**src/rtl/pwm_k_ctrl.sv**
```systemverilog
// Pointwise multiply-reduce pass over N coefficient pairs: wr_data = (a*b) mod 3329.
// Latency: write 3 cycles after each read; done_o 4 cycles after the last read.
// Backpressure: none; memories answer every read, and start_i while busy is dropped.
module red_k (
    input  logic [23:0] x_i,
    output logic [11:0] r_o
);
    // Barrett with m = floor(2^24/3329); the quotient undershoots by at most 1.
    logic [12:0] q;
    logic [12:0] r;

    assign q   = 13'(({13'd0, x_i} * 37'd5039) >> 24);
    assign r   = x_i[12:0] - 13'(q * 13'd3329);
    assign r_o = 12'((r >= 13'd3329) ? (r - 13'd3329) : r);
endmodule

module pwm_k_ctrl #(
    parameter int N  = 256,
    parameter int AW = 8
) (
    input  logic          clk_i,
    input  logic          rst_i,
    input  logic          start_i,
    output logic          rd_en_o,
    output logic [AW-1:0] rd_addr_o,
    input  logic [11:0]   a_i,
    input  logic [11:0]   b_i,
    output logic          wr_en_o,
    output logic [AW-1:0] wr_addr_o,
    output logic [11:0]   wr_data_o,
    output logic          busy_o,
    output logic          done_o
);
    typedef enum logic [1:0] {IDLE, RUN, DRAIN, DONE} state_t;

    state_t        state, state_nxt;
    logic [AW-1:0] k, k_nxt;
    logic [1:0]    drain_cnt, drain_nxt;

    logic          v0, v1, v2;
    logic [AW-1:0] a0, a1, a2;
    logic [23:0]   prod;
    logic [11:0]   red_res, res;

    always_ff @(posedge clk_i) begin
        if (rst_i) begin
            state     <= IDLE;
            k         <= '0;
            drain_cnt <= '0;
        end else begin
            state     <= state_nxt;
            k         <= k_nxt;
            drain_cnt <= drain_nxt;
        end
    end

    always_comb begin
        state_nxt = state;
        k_nxt     = k;
        drain_nxt = drain_cnt;
        case (state)
            IDLE: begin
                if (start_i) begin
                    state_nxt = RUN;
                    k_nxt     = '0;
                end
            end
            RUN: begin
                if (k == AW'(N - 1)) begin
                    state_nxt = DRAIN;
                    drain_nxt = '0;
                end else begin
                    k_nxt = k + AW'(1);
                end
            end
            DRAIN: begin
                if (drain_cnt == 2'd2) state_nxt = DONE;
                else                   drain_nxt = drain_cnt + 2'd1;
            end
            DONE:    state_nxt = IDLE;
            default: state_nxt = IDLE;
        endcase
    end

    assign rd_en_o   = (state == RUN);
    assign rd_addr_o = k;
    assign busy_o    = (state != IDLE);
    assign done_o    = (state == DONE);

    red_k u_red_k (
        .x_i (prod),
        .r_o (red_res)
    );

    // Address and data registers only load with their valid bit so outputs hold.
    always_ff @(posedge clk_i) begin
        if (rst_i) begin
            v0   <= 1'b0;
            v1   <= 1'b0;
            v2   <= 1'b0;
            a0   <= '0;
            a1   <= '0;
            a2   <= '0;
            prod <= '0;
            res  <= '0;
        end else begin
            v0 <= rd_en_o;
            v1 <= v0;
            v2 <= v1;
            if (rd_en_o) a0 <= k;
            if (v0) begin
                a1   <= a0;
                prod <= {12'd0, a_i} * {12'd0, b_i};
            end
            if (v1) begin
                a2  <= a1;
                res <= red_res;
            end
        end
    end

    assign wr_en_o   = v2;
    assign wr_addr_o = a2;
    assign wr_data_o = res;
endmodule

```
**config.mk**
```make
export PLATFORM = sky130hd
export DESIGN_NAME = pwm_k_ctrl
export DESIGN_NICKNAME = d
export VERILOG_FILES = /design/src/rtl/pwm_k_ctrl.sv
export SDC_FILE = /design/constraint.sdc
export NUM_CORES = 1
export LEC_CHECK = 0
export ABC_AREA = 1
export CAP_MARGIN = 20
export CELL_PAD_IN_SITES_DETAIL_PLACEMENT = 1
export CELL_PAD_IN_SITES_GLOBAL_PLACEMENT = 2
export CORE_MARGIN = 5
export CORE_UTILIZATION = 30
export CTS_CLUSTER_DIAMETER = 60
export DETAILED_ROUTE_END_ITERATION = 8
export GPL_ROUTABILITY_DRIVEN = 1
export GPL_TIMING_DRIVEN = 1
export PLACE_DENSITY = 0.77
export SKIP_LAST_GASP = 1
export SYNTH_ARGS = -nofsm -noshare
export SYNTH_HDL_FRONTEND = slang
export SYNTH_HIERARCHICAL = 1
export SYNTH_SLANG_ARGS = --single-unit
export TNS_END_PERCENT = 20
```
**constraint.sdc**
```tcl
create_clock -name clk_i -period 9.1 [get_ports clk_i]
set_input_delay 2.275 -clock clk_i [delete_from_list [all_inputs] [get_ports clk_i]]
set_output_delay 2.275 -clock clk_i [all_outputs]
set_load 0.02 [all_outputs]
```
### Word-level counts from Yosys, hierarchy flattened

Cells that the tools add are included.

| storage, ports and cells | value |
|---|---|
| register bits | 75 |
| bits in latches | 0 |
| RAM bits | 0 |
| bits in read-only memories | 0 |
| bits of input ports | 27 |
| memories kept | 0 |

| operators by class | value |
|---|---|
| add/subtract/negate cells | 4 |
| multipliers | 3 |
| div/mod/pow operators | 0 |
| $lt $le $gt $ge | 1 |
| eq/ne operators | 10 |
| shifts and indexed selects | 0 |
| multiplexer cells | 11 |
| bitwise operators | 0 |
| reduce and logical (&&, ||, !) cells | 7 |

Operators with widths:

| cell | number |
|---|---|
| $mul 24x13->37 const B | 1 |
| $mul 12x12->24 | 1 |
| $mux 8 | 2 |
| $pmux 8 s2 | 1 |
| $ge 13x12->1 const B | 1 |
| $mul 13x12->13 const B | 1 |
| $sub 13x13->13 | 1 |
| $mux 12 | 1 |
| $sub 12x12->12 const B | 1 |
| $mux 2 | 5 |
| $reduce_and 3->1 | 3 |
| $add 8x1->8 const B | 1 |
| $eq 8x8->1 const B | 1 |
| $ne 2x2->1 const B | 4 |
| $pmux 2 s4 | 1 |
| $eq 2x2->1 const B | 3 |
| $reduce_bool 2->1 | 3 |
| $pmux 2 s2 | 1 |
| $add 2x1->2 const B | 1 |
| $eq 2x1->1 const B | 1 |
| $logic_not 2->1 | 1 |
| $ne 2x1->1 const B | 1 |

### Depth between registers and ports, before layout

| logic depth | value |
|---|---|
| depth after elaboration | 5 |
| depth in mapped cells | 53 |
| mapped depth without buffers | 52 |

### By module

Netlist, hierarchy kept.

By module, submodules not included:

| module | instances | cells an instance | area an instance (um^2) |
|---|---|---|---|
| pwm_k_ctrl | 1 | 1106 | 7932.6 |
| red_k | 1 | 924 | 7488.4 |

### Worst setup path before layout

Ideal clock, no wire load.

| timing | value |
|---|---|
| path kind | register to register |
| from | register prod[10] |
| to | register res[2], in the netlist wr_data_o[2] |
| arrival time | 7.923 ns |
| data required time | 8.984 ns |
| slack | 1.061 ns |
| stages on the path, launching flop included | 49 |
| clock period less this slack | 8.039 ns |
| path through | dfxtp_1 -> fa_1 -> fa_1 -> fa_1 -> fa_1 -> inv_1 -> fa_1 -> inv_1 -> ha_1 -> nand2_1 -> nand2_1 -> a31oi_1 -> a21oi_1 -> o21ai_0 -> nand3_1 -> xnor2_1 -> inv_1 -> nand2_1 -> [... 13 more ...] -> nand3_1 -> and2_4 -> inv_2 -> nand2_1 -> nand2_1 -> xor2_1 -> nand2_2 -> nor2_2 -> nand2_1 -> nand2_1 -> nand2_1 -> nand3_1 -> nand4_2 -> buf_6 -> nand2_1 -> nand2_1 -> nor2_1 -> nor2_1 |

| on the way | value |
|---|---|
| word-level cells in the longest chain between the ends | 5 |
| elaborated cells on any way between the ends | 6 |
| those cells by class | add/sub (2); mul (2); order compare (1); mux (1) |

Ends and longest elaborated chain:

| item | RTL line | RTL |
|---|---|---|
| start, declared | 42 | `logic [23:0] prod;` |
| start signal, assigned | 113 | `prod <= {12'd0, a_i} * {12'd0, b_i};` |
| $mul 24x13->37 | 12 | `assign q = 13'(({13'd0, x_i} * 37'd5039) >> 24);` |
| $mul 13x12->13 | 13 | `assign r = x_i[12:0] - 13'(q * 13'd3329);` |
| $sub 13x13->13 * | 13 |  |
| $sub 12x12->12 or $ge 13x12->1 (tied branches) | 14 | `assign r_o = 12'((r >= 13'd3329) ? (r - 13'd3329) : r);` |
| $mux 12 * | 14 |  |
| named net red_res[2] | 43 | `logic [11:0] red_res, res;` |
| end signal, assigned | 117 | `res <= red_res;` |
| end, declared | 43 |  |

Mark *: on every way through the listed nets, which the timed path passes. The rest lies on a longest branch.
A chain may end at the register's enable or synchronous reset.

### Worst setup path in the final report

| timing | value |
|---|---|
| from | register prod[15] |
| to | register res[6], in the netlist wr_data_o[6] |

| on the way | value |
|---|---|
| word-level cells in the longest chain between the ends | 5 |
| elaborated cells on any way between the ends | 6 |
| those cells by class | add/sub (2); mul (2); order compare (1); mux (1) |

Ends and longest elaborated chain:

| item | RTL line |
|---|---|
| $mul 24x13->37 * | 12 |
| $mul 13x12->13 * | 13 |
| $sub 13x13->13 * | 13 |
| $sub 12x12->12 or $ge 13x12->1 (tied branches) | 14 |
| $mux 12 * | 14 |
| named net red_res[6] | 43 |

Marked as above.

==> summary.md <==
| Metric | Value |
|---|---|
| Status | `finished clean` |
| Final worst path period need | `8.52 ns` |
| IO buf count | `58` |
| Critical Path Fanout Max | `7` |
| Reg2Reg Setup Slack | `0.58 ns` |
| Setup violators final | `0` |
| Gate Count Post-Synth | `2030` |
| CP Capture Type | `flop` |
| Antenna-violating nets left | `0` |
| GP Congestion | `0.850` |
| Clk root buf | `clkbuf_16` |
| Die H | `237 um` |
| Fmax | `0.117 GHz` |
| Max-cap viol count | `0` |
| Clock sink count | `75` |
| Final slew viol count | `0` |
| Cell at the slowest stage of the critical path | `fa_1` |
| Total number of vias | `12600` |
| Num CTS Buffers | `9` |
| N_diodes | `0` |
| GR Util All Layers | `15.4%` |
| H-tree depth | `3` |
| CTS tree | `built` |
| Commonest non-fill, non-tap cells in the layout | `inv_1, nand2_1, fa_1` |
| Slew HR | `50.9%` |
| Die area | `56000 um2` |
| Largest net degree at the start of global routing | `45` |
| Grt ovf | `0` |
| Actual slew at the worst max-slew pin | `0.736 ns` |
| WS Path Type | `flop to flop` |
| Cts hold-fix bufs | `0` |
| Syn Area/Cell | `7.60 um2` |
| Commonest non-fill, non-tap cell in the layout | `inv_1` |
| CP most frequent cell | `inv_1` |
| Seq/Total Area, Yosys | `9.74%` |
| Synthesized area | `15400 um2` |
| Nets | `2585` |
| Critical path arrival | `8.80 ns` |
| Avg WL per Cell | `15.3 um` |
| Top post-synthesis cells by area | `fa_1, ha_1, inv_1` |
| Initial Util | `30.2%` |
| 1st-iter DRT viols | `452` |
| # IOs | `59` |
| Synth warn | `6` |
| Number of global-route vias before repair | `14000` |
| # fillers | `6336` |
| Post-synthesis cell type count | `43` |
| Area leader, netlist | `fa_1` |
| Sequential cell area | `1550 um2` |
| HPWL after DPL | `37000 um` |
| Async set-reset flop share out of synthesis | `0%` |
| Crit path buf inv count | `14` |
| Die X | `237 um` |
| Setup ws final | `0.582 ns` |
| Period utilization | `93.6%` |
| Layout area overhead | `13.8%` |
| Rows | `83` |
| 1st-pass router iterations | `5` |
| Pre-CTS setup slack | `-0.167 ns` |
| Post-synth EDFFs | `0` |
| Post-Syn Nets | `2515` |
| Crit start category | `flop` |
| Maximum clock path buffer count | `2` |
| Clk slew on worst S/H paths | `0.07 ns` |
| Min-Delay Path Class | `flop to flop` |
| Layout cell share with drive strength beyond 1 | `7.84%` |
| Final wirelength | `42700 um` |
| Share of the synthesized area in the top cell type | `30.1%` |
| #FFs+latches synth | `75` |
| CP max stage delay | `0.59 ns` |
| Area occupied by multi-input gates | `11900 um2` |
| Clock insertion delay at the later pin of the skew report | `0.35 ns` |
| CP top delay family | `adder cells` |
| Final hold viol count | `0` |
| Clock Skew | `0.0110 ns` |
| DRC Markers | `0` |
| Drt via density | `4.54` |
| CORE AREA | `51100 um2` |
| Initial antenna violation count | `0` |
| Main synth FF type | `dfxtp_1` |
| First-pass GRT wire length | `71700 um` |
| CP required | `9.38 ns` |
==> metal layers <==
layer / track usage, % / wire length (um) / up-vias
li1: - / - / 6185
met1: 20.3 / 19800 / 6292
met2: 28.0 / 21400 / 116
met3: 1.29 / 814 / 39
met4: 2.83 / 635 / 0
met5: 0 / 0 / -
==> final cells by class <==
| class | instances | area share (%) |
|---|---|---|
| Multi-Input combinational cell | 1393 | 68.1 |
| Inverter | 513 | 11.0 |
| Sequential cell | 75 | 8.80 |
| Timing Repair Buffer | 108 | 5.49 |
| Tap cell | 680 | 4.85 |
| Clock buffer | 9 | 1.28 |
| Clock inverter | 6 | 0.520 |
==> final timing paths <==
check                start      endpoint  depth (start not counted)
setup / recovery  prod[15]  wr_data_o[6]                         49
hold / removal       a1[5]  wr_addr_o[5]                          2
setup reg to reg  prod[15]  wr_data_o[6]                         49
hold reg to reg      a1[5]  wr_addr_o[5]                          2
==> logic make-up (layout without fill, tap and decap cells) <==
| kind of cell | after synthesis | after routing | share of synthesized area (%) |
|---|---|---|---|
| compound gates | 150 | 150 | 5.25 |
| xor+xnor | 44 | 44 | 2.55 |
| fa+ha+maj | 458 | 458 | 48.5 |
| buf+inv | 562 | 636 | 13.9 |
| flops | 75 | 75 | 9.74 |
| simple gates | 741 | 741 | 20.1 |
==> flip-flops by register name (all words and copies together) (netlist names) <==
register	flops
wr_en_o	1
wr_addr_o	8
v1	1
a1	8
prod	24
rd_addr_o	8
drain_cnt	2
a0	8
v0	1
wr_data_o	12
state	2
==> metrics by stage <==
step	cells	TNS (ns)	hold slack (ns)	area, um2	utilization, %
final	2784	0	0.479	17600	34.3
after global routing	2784	-0.00409	0.500	17600	34.3
after CTS	2777	0	0.483	17300	33.9
after detailed placement	2762	-1.45	0.469	17000	33.2
after global placement	2762	-0.0353	0.465	17000	33.2
after floorplan	2030	0	0.449	15400	-
==> synthesized netlist by cell type, types with 4 or more instances <==
master / number
a21oi_1: 57
a21oi_2: 4
clkbuf_1: 41
dfxtp_1: 75
fa_1: 232
ha_1: 226
inv_1: 506
inv_2: 7
nand2_1: 428
nand2_2: 13
nand3_1: 56
nand3_2: 11
nand4_1: 12
nor2_1: 186
nor2_2: 8
nor3_1: 6
o21ai_0: 69
o21ai_1: 4
xnor2_1: 15
xor2_1: 28
==> worst min-delay path, cell delays in order, from the launching register on <==
cell and delay [ns]:
dfxtp_1 0.32, nor2_1 0.05, nor2_1 0.08
==> timing repair <==
item,4_1_cts,5_1_grt
setup endpoints to repair,12,12
pin swaps,0,20
buffers inserted,0,7
resized for setup,7,55
Power is left out: the tool's default activity adds up to more than one toggle a clock period on the data nets, which glitch-free logic cannot reach.
